===== src/rtl/atm_pkg.sv =====
// Shared definitions for the ATM keypad front end: key codes, widths,
// debounce state encoding and the constant-multiply/divide helpers.
package atm_pkg;

    localparam int DIGIT_W  = 4;
    localparam int AMOUNT_W = 32;

    localparam logic [DIGIT_W-1:0] KEY_CLEAR = 4'hA;
    localparam logic [DIGIT_W-1:0] KEY_ENTER = 4'hB;
    localparam logic [DIGIT_W-1:0] KEY_BKSP  = 4'hC;

    typedef enum logic [1:0] {
        ST_IDLE     = 2'd0,
        ST_DEBOUNCE = 2'd1,
        ST_HELD     = 2'd2,
        ST_RELEASE  = 2'd3
    } deb_state_e;

    function automatic logic is_digit(input logic [DIGIT_W-1:0] code);
        return (code <= 4'd9);
    endfunction

    // acc*10 + digit, wrapping in 32 bits
    function automatic logic [AMOUNT_W-1:0] mul10_add(input logic [AMOUNT_W-1:0] acc,
                                                      input logic [DIGIT_W-1:0]  digit);
        return (acc << 3) + (acc << 1) + {{(AMOUNT_W-DIGIT_W){1'b0}}, digit};
    endfunction

    // floor(x/10) by reciprocal multiply; exact for every 32-bit x
    function automatic logic [AMOUNT_W-1:0] div10(input logic [AMOUNT_W-1:0] x);
        logic [63:0] prod;
        prod = {32'd0, x} * 64'h0000_0000_CCCC_CCCD;
        return {3'd0, prod[63:35]};
    endfunction

endpackage


===== src/rtl/key_debouncer.sv =====
// Debounce FSM: accepts a key once after it is stable for DEBOUNCE_CYCLES,
// then requires a stable release of the same length before re-arming.
//
// state    | meaning
// IDLE     | no key seen, waiting for key_valid
// DEBOUNCE | counting stable samples of the captured code
// HELD     | key accepted, waiting for release
// RELEASE  | counting stable released samples
module key_debouncer
    import atm_pkg::*;
#(
    parameter int DEBOUNCE_CYCLES = 4
) (
    input  logic               clk,
    input  logic               rst,
    input  logic               key_valid,
    input  logic [DIGIT_W-1:0] key_code,
    output logic               key_accept,
    output logic [DIGIT_W-1:0] key_code_q
);

    localparam logic [7:0] CNT_LAST = 8'(DEBOUNCE_CYCLES - 1);

    deb_state_e         state_q, state_d;
    logic [7:0]         cnt_q, cnt_d;
    logic [DIGIT_W-1:0] code_q, code_d;

    always_ff @(posedge clk) begin
        if (rst) begin
            state_q <= ST_IDLE;
            cnt_q   <= 8'd0;
            code_q  <= '0;
        end else begin
            state_q <= state_d;
            cnt_q   <= cnt_d;
            code_q  <= code_d;
        end
    end

    always_comb begin
        state_d    = state_q;
        cnt_d      = cnt_q;
        code_d     = code_q;
        key_accept = 1'b0;
        unique case (state_q)
            ST_IDLE: begin
                if (key_valid) begin
                    code_d  = key_code;
                    cnt_d   = 8'd1;
                    state_d = ST_DEBOUNCE;
                end
            end
            ST_DEBOUNCE: begin
                if (!key_valid || (key_code != code_q)) begin
                    cnt_d   = 8'd0;
                    state_d = ST_IDLE;
                end else if (cnt_q == CNT_LAST) begin
                    key_accept = 1'b1;
                    state_d    = ST_HELD;
                end else begin
                    cnt_d = cnt_q + 8'd1;
                end
            end
            ST_HELD: begin
                // code changes while held are deliberately ignored
                if (!key_valid) begin
                    cnt_d   = 8'd1;
                    state_d = ST_RELEASE;
                end
            end
            ST_RELEASE: begin
                if (key_valid) begin
                    state_d = ST_HELD;
                end else if (cnt_q == CNT_LAST) begin
                    cnt_d   = 8'd0;
                    state_d = ST_IDLE;
                end else begin
                    cnt_d = cnt_q + 8'd1;
                end
            end
            default: begin
                cnt_d   = 8'd0;
                state_d = ST_IDLE;
            end
        endcase
    end

    assign key_code_q = code_q;

endmodule


===== src/rtl/atm_keypad_frontend.sv =====
// Keypad front end: debounced keys become PIN digit strobes or, in amount
// mode, a decimal accumulator confirmed with ENTER.
module atm_keypad_frontend
    import atm_pkg::*;
#(
    parameter int DEBOUNCE_CYCLES = 4,
    parameter int MAX_DIGITS      = 9
) (
    input  logic                clk,
    input  logic                rst,
    input  logic                key_valid,
    input  logic [DIGIT_W-1:0]  key_code,
    input  logic                amount_mode,
    output logic                digito_stb,
    output logic [DIGIT_W-1:0]  digito,
    output logic                monto_stb,
    output logic [AMOUNT_W-1:0] monto,
    output logic                key_rejected
);

    localparam int CNT_W = $clog2(MAX_DIGITS + 1);
    localparam logic [CNT_W-1:0] CNT_MAX = CNT_W'(MAX_DIGITS);

    logic               key_accept;
    logic [DIGIT_W-1:0] acc_code;

    key_debouncer #(
        .DEBOUNCE_CYCLES(DEBOUNCE_CYCLES)
    ) u_debouncer (
        .clk       (clk),
        .rst       (rst),
        .key_valid (key_valid),
        .key_code  (key_code),
        .key_accept(key_accept),
        .key_code_q(acc_code)
    );

    logic                mode_q, mode_d;
    logic [AMOUNT_W-1:0] acc_q, acc_d, acc_base;
    logic [CNT_W-1:0]    count_q, count_d, count_base;
    logic                digito_stb_q, digito_stb_d;
    logic [DIGIT_W-1:0]  digito_q, digito_d;
    logic                monto_stb_q, monto_stb_d;
    logic [AMOUNT_W-1:0] monto_q, monto_d;
    logic                rej_q, rej_d;

    always_ff @(posedge clk) begin
        if (rst) begin
            mode_q       <= 1'b0;
            acc_q        <= '0;
            count_q      <= '0;
            digito_stb_q <= 1'b0;
            digito_q     <= '0;
            monto_stb_q  <= 1'b0;
            monto_q      <= '0;
            rej_q        <= 1'b0;
        end else begin
            mode_q       <= mode_d;
            acc_q        <= acc_d;
            count_q      <= count_d;
            digito_stb_q <= digito_stb_d;
            digito_q     <= digito_d;
            monto_stb_q  <= monto_stb_d;
            monto_q      <= monto_d;
            rej_q        <= rej_d;
        end
    end

    always_comb begin
        mode_d       = amount_mode;
        digito_stb_d = 1'b0;
        digito_d     = digito_q;
        monto_stb_d  = 1'b0;
        monto_d      = monto_q;
        rej_d        = 1'b0;

        // a mode change wipes the amount before any same-cycle key acts on it
        if (amount_mode != mode_q) begin
            acc_base   = '0;
            count_base = '0;
        end else begin
            acc_base   = acc_q;
            count_base = count_q;
        end
        acc_d   = acc_base;
        count_d = count_base;

        if (key_accept) begin
            if (!amount_mode) begin
                if (is_digit(acc_code)) begin
                    digito_d     = acc_code;
                    digito_stb_d = 1'b1;
                end else begin
                    rej_d = 1'b1;
                end
            end else if (is_digit(acc_code)) begin
                if (count_base < CNT_MAX) begin
                    acc_d   = mul10_add(acc_base, acc_code);
                    count_d = count_base + 1'b1;
                end else begin
                    rej_d = 1'b1;
                end
            end else begin
                unique case (acc_code)
                    KEY_CLEAR: begin
                        acc_d   = '0;
                        count_d = '0;
                    end
                    KEY_BKSP: begin
                        if (count_base != '0) begin
                            acc_d   = div10(acc_base);
                            count_d = count_base - 1'b1;
                        end else begin
                            rej_d = 1'b1;
                        end
                    end
                    KEY_ENTER: begin
                        if (count_base != '0) begin
                            monto_d     = acc_base;
                            monto_stb_d = 1'b1;
                            acc_d       = '0;
                            count_d     = '0;
                        end else begin
                            rej_d = 1'b1;
                        end
                    end
                    default: rej_d = 1'b1;
                endcase
            end
        end
    end

    assign digito_stb   = digito_stb_q;
    assign digito       = digito_q;
    assign monto_stb    = monto_stb_q;
    assign monto        = monto_q;
    assign key_rejected = rej_q;

endmodule

===== config.mk =====
export PLATFORM = sky130hd
export DESIGN_NAME = atm_keypad_frontend
export DESIGN_NICKNAME = d
export VERILOG_FILES = /design/src/rtl/atm_pkg.sv /design/src/rtl/key_debouncer.sv /design/src/rtl/atm_keypad_frontend.sv
export SDC_FILE = /design/constraint.sdc
export NUM_CORES = 2
export LEC_CHECK = 0
export CAP_MARGIN = 25
export CORE_ASPECT_RATIO = 0.8
export CORE_MARGIN = 2
export CORE_UTILIZATION = 55
export CTS_CLUSTER_SIZE = 8
export DETAILED_ROUTE_END_ITERATION = 10
export PLACE_DENSITY_LB_ADDON = 0.15
export SETUP_SLACK_MARGIN = 0.1
export SYNTH_ARGS = -nofsm -noshare
export SYNTH_HDL_FRONTEND = slang
export SYNTH_SLANG_ARGS = --single-unit

===== constraint.sdc =====
create_clock -name clk -period 12.8 [get_ports clk]
set_input_delay 2.56 -clock clk [delete_from_list [all_inputs] [get_ports clk]]
set_output_delay 2.56 -clock clk [all_outputs]
set_load 0.01 [all_outputs]

# Word level (Yosys, flattened, before mapping)
# Index checks and enable logic that the tools add are counted.
# word_totals
register_bits,90
input_bits,8
word_cells,92
out_inout_bits,39
# op_classes
muxes,41
add_sub_neg,5
multipliers,1
eq_ne,15
reduce_logical,13
n_bitwise,4
order_cmp,2
# op_table
op,count
$mux 32,7
$pmux 32 s3,1
$mul 32x32->64 const B,1
$mux 8,6
$add 32x32->32,1
$add 32x4->32,1
$pmux 8 s4,1
$mux 4,7
$eq 4x4->1 const B,3
$mux 2,6
$pmux 4 s3,1
$mux 1,10
$add 8x1->8 const B,1
$eq 8x2->1 const B,1
$pmux 2 s4,1
$reduce_and 4->1,2
$ne 2x2->1 const B,3
$ne 3x2->1 const B,2
$reduce_and 5->1,1
$reduce_or 5->1,1
$add 4x1->4 const B,1
$eq 2x2->1 const B,2
$le 4x4->1 const B,1
$lt 4x4->1 const B,1
15 further kinds,19

# Longest topological paths before layout
# depth
depth_word,8
mapped_depth,34
depth_no_buf,28

# Hierarchy
# Synthesis repeated with hierarchy kept, for this count alone.
# hier_totals
hier_cells,2619
area_unflattened_um2,23301.1
# modules_own_cells
module,cells_per_inst,seq_area_each_um2,area_each_um2,n_inst
atm_keypad_frontend,2527,1521.5,22497.8,1
key_debouncer,92,280.3,803.3,1

# Worst setup path before layout
# No wires, ideal clock.
# synth_timing
path_type,input to register
from,input amount_mode
to,register acc_q[21]
cell_stages,33
path_slack_ns,2.081
t_arrival_ns,10.597
setup_ns,0.122
n_path_buf,5
required_time_ns,12.678
cell_sequence,buf_6 -> xnor2_1 -> clkbuf_1 -> clkbuf_1 -> clkbuf_1 -> clkbuf_1 -> nand2_1 -> inv_1 -> ha_1 -> inv_1 -> fa_1 -> inv_1 -> fa_1 -> inv_1 -> fa_1 -> inv_1 -> fa_1 -> fa_1 -> fa_1 -> inv_1 -> fa_1 -> inv_1 -> ha_1 -> and4_1 -> nand4_1 -> o221ai_1 -> o22ai_1 -> o31ai_4 -> a311oi_2 -> o21ba_4 -> o31ai_4 -> a31oi_1 -> a311o_1
# synth_via
elab_chain_cells,8
word_cells_on_any_way,15
classes_between,add/sub: 2; mul: 1; order compare: 1; eq/ne: 1; mux: 9; reduce/logical: 1
# synth_rtl
element,line,text
"start, declared",atm_keypad_frontend.sv:13,"input logic amount_mode,"
$ne 1x1->1 (*),atm_keypad_frontend.sv:78,if (amount_mode != mode_q) begin
$mux 32 (*),atm_keypad_frontend.sv:78,
via acc_base[20],atm_keypad_frontend.sv:39,"logic [AMOUNT_W-1:0] acc_q, acc_d, acc_base;"
$mul 32x32->64 / $add 32x32->32 (equally long branches),"atm_pkg.sv:32, atm_pkg.sv:26",
$mux 32 / $add 32x4->32 (equally long branches),"atm_keypad_frontend.sv:110, atm_pkg.sv:26",
$pmux 32 s3 / $mux 32 (equally long branches),"atm_keypad_frontend.sv:104, atm_keypad_frontend.sv:97",
$mux 32 (*),atm_keypad_frontend.sv:96,end else if (is_digit(acc_code)) begin
$mux 32 (*),atm_keypad_frontend.sv:89,if (!amount_mode) begin
$mux 32 (*),atm_keypad_frontend.sv:88,if (key_accept) begin
"end signal, assigned",atm_keypad_frontend.sv:50,acc_q <= '0;
"end signal, assigned",atm_keypad_frontend.sv:59,acc_q <= acc_d;
"end, declared",atm_keypad_frontend.sv:39,
# The timed path passes the listed nets; every way through them passes the cells marked *.
# A chain may end at the register's enable or synchronous reset.

# Final worst setup path
# layout_timing
from,input amount_mode
to,register acc_q[26]
# The elaborated chain is that of the path after synthesis.

==> impl_metrics.py <==
metrics = {
    "routing": {
        "drt_wl_total_um": 79170,
        "via_per_inst": 6.009,
        "dr.pass1.iters": 6,
        "drc": 0,
        "antenna_left": 0,
        "drt_iter0_drc": 1938,
        "wl_per_cell_um": 24.81,
        "num_vias": 19170,
    },
    "critical_path": {
        "critPathSlowestCell": "a211oi_2",
        "cp_num_buf_inv": 5,
        "crit_required_ns": 13.06,
        "critPathTopFamily": "adder cells",
        "cp-end-kind": "flip-flop",
        "crit_top_cell": "fa_1",
        "critPathMaxStageDelay_ns": 0.68,
        "critPathLaunch": "amount_mode",
        "start_kind": "input pin",
        "worstPathArrival_ns": 12.16,
        "cp_max_fo": 24,
        "worstSetupPathType": "in -> reg",
        "worstReg2RegStart": "mode_q",
    },
    "sta": {
        "min_period_ns": 11.90,
        "hold_viol": 0,
        "final-max-slew-violation-count": 0,
        "fin_skew_ns": 0.008085,
        "grt_setup_unrepaired": "no",
        "setup_violations": 0,
        "fin_tns_setup_ns": 0,
        "min_period_over_period": 0.9298,
        "worst_pin_slew_ns": 1.025,
        "relSlewSlack": 0.3076,
        "setup_ws_ns": 0.8981,
        "max_freq_mhz": 84.02,
    },
    "placement": {
        "place_congestion": 1.088,
        "place_ws_ns": 0.8994,
        "portBuffers": 46,
        "place_hpwl_um": 68680,
    },
    "floorplanning": {
        "num_rows": 67,
        "die_y_um": 188.4,
        "pin_count": 47,
        "dieArea_um2": 44170,
        "fp.dieW_um": 234.5,
        "core_area_um2": 41920,
        "initial_core_util": 0.5576,
    },
    "clocking": {
        "insertion_delay_ns": 0.35,
        "cts_resized": 0,
        "cts-root-buf": "clkbuf_16",
        "hold_buffers": 0,
        "cts_setup_buffers": 0,
        "clk_pin_slew_ns": 0.07,
        "cts_buffer_depth": 2,
        "numCtsBuffers": 9,
        "cts_tree": "built",
        "cts_sinks": 90,
        "h-tree-depth": 3,
    },
    "finish": {
        "fillers": 3755,
        "register_area_um2": 1802,
        "final_util": 0.5911,
        "multi_input_area_um2": 19090,
        "synthToLayoutAreaGrowth_pct": 6.001,
        "layout-drive-gt1-share": 0.03108,
        "finish.net_count": 3398,
    },
    "synthesis": {
        "synth_flop_cell": "dfxtp_1",
        "synth_seq_cells": 90,
        "synthDistinctLibCells": 89,
        "synth_area_per_cell_um2": 8.883,
        "async_flop_share": 0,
        "synth-seq-area-share": 0.07709,
        "synth_edf_count": 0,
        "synth.yosys.warnings": 0,
        "synth_nets": 3395,
        "netlist_top_cells_count": "inv_1, fa_1, ha_1, nand2_1, a21oi_1",
        "ys_top_cells_by_area": "fa_1, ha_1, inv_1, dfxtp_1, xnor2_1",
        "syn_inst": 2631,
        "syn_area_um2": 23370,
        "synth_top_area_share": 0.3315,
        "yosys.area.top_type": "fa_1",
        "yosysMostFrequentCell": "inv_1",
    },
    "pwr": {
        "switching_power_w": 0.0001527,
        "swShare": 0.2541,
        "intPower_w": 0.0004484,
        "p_leak_nw": 13.46,
        "p_per_area_nw_per_um2": 24.26,
        "p_comb_frac": 0.059,
        "peakVddDrop_mv": 0.06471,
        "total_power_w": 0.0006011,
        "pwr-share-clk": 0.466,
        "seq_power_share": 0.474,
    },
    "grt": {
        "grt_pass1_wl_um": 120400,
        "grt_max_degree": 51,
        "antenna_found_initial": 0,
        "grt_pass1_vias": 19560,
        "grt_overflow": 0,
        "grt.total_usage": 0.3686,
    },
    "min_path": {
        "hold_start": "monto[9]",
        "hold_path.class": "reg -> reg",
    },
    "job": {
        "cap_violations": 0,
    },
    "outcome": {
        "status": "completed",
    },
}
## cells in the final DEF, fill, tap and decap left out, types with 7 or more instances in the layout
cell	synthesis	final
clkdlybuf4s50_1	0	45
nand2_1	196	196
nand3_1	33	32
o21ai_1	11	12
fa_1	387	387
clkbuf_16	0	9
mux2i_1	13	13
nor3_1	29	29
a21oi_1	148	148
ha_1	369	369
o21bai_1	12	12
nor2b_1	10	10
a211oi_1	23	23
buf_4	0	37
inv_1	566	566
o211ai_1	12	12
o21a_1	9	9
nand4_1	25	25
a21o_1	52	52
and3_1	29	29
dfxtp_1	90	90
nand2b_1	10	10
nor2_1	140	139
o22ai_1	10	10
a221oi_1	12	12
xor2_1	38	38
and2_1	28	28
xnor2_1	89	88
a22oi_1	7	7
o21ai_0	76	75
a31oi_1	17	17
## area by class of cell
| class | count | share of cell area |
|---|---|---|
| multi-input combinational | 1880 | 0.7704 |
| inverter | 568 | 0.08606 |
| sequential | 90 | 0.07272 |
| timing repair buffer | 85 | 0.03066 |
| tap | 552 | 0.02788 |
| clock buffer | 10 | 0.009646 |
| clock inverter | 5 | 0.002576 |
| antenna | 1 | 0.0001010 |
## tightest hold or removal path: cells and delay by family (launching register included)
family | cells | cell delay [ns]
flops | 1 | 0.31
simple gates | 1 | 0.05
compound gates | 1 | 0.05
## final timing paths
path | to | slack, ns | cells after the start
max | acc_q[26] | 0.90 | 26
min reg2reg | monto[9] | 0.45 | 2
min | monto[9] | 0.45 | 2
max reg2reg | acc_q[26] | 3.53 | 25
## power groups by stage
stage / Combinational (W) / Clock, W / Sequential (W)
detailed placement: 0.0000348 / 0 / 0.000292
global placement: 0.0000340 / 0 / 0.000291
floorplan: 0.0000242 / 0 / 0.000289
CTS: 0.0000350 / 0.000283 / 0.000285
finish: 0.0000356 / 0.000280 / 0.000285
global route: 0.0000382 / 0.000292 / 0.000285
## sequential cells by signal, indices dropped and copies added, names as in the netlist
register                count
digito                      4
u_debouncer.key_code_q      4
u_debouncer.state_q         2
count_q                     4
monto                      32
u_debouncer.cnt_q           8
acc_q                      32
digito_stb                  1
monto_stb                   1
key_rejected                1
mode_q                      1
## per-stage QoR
| stage | instances | cell area [um2] | hold slack (ns) |
|---|---|---|---|
| floorplan | 2631 | 23370 | 0.4249 |
| global placement | 3173 | 24440 | 0.4458 |
| detailed placement | 3175 | 24470 | 0.4468 |
| CTS | 3190 | 24770 | 0.4551 |
| global route | 3190 | 24770 | 0.4682 |
| finish | 3191 | 24780 | 0.4530 |
## per-layer routing
metal / part of all wire / vias up / track usage
li1: - / 8530 / -
met1: 0.44 / 9485 / 0.5481
met2: 0.42 / 1023 / 0.5443
met3: 0.11 / 136 / 0.07854
met4: 0.029 / 0 / 0.09507
met5: 0 / - / 0
## logic make-up after synthesis
kind of cell / synth area share
buffers and inverters: 0.1070
AND/OR/NAND/NOR: 0.1061
XOR/XNOR: 0.04877
flip-flops: 0.07709
multiplexers: 0.006049
adder cells (fa/ha/maj): 0.5290
AO/OA/AOI/OAI: 0.1260
(Power assumes the default switching activity.)
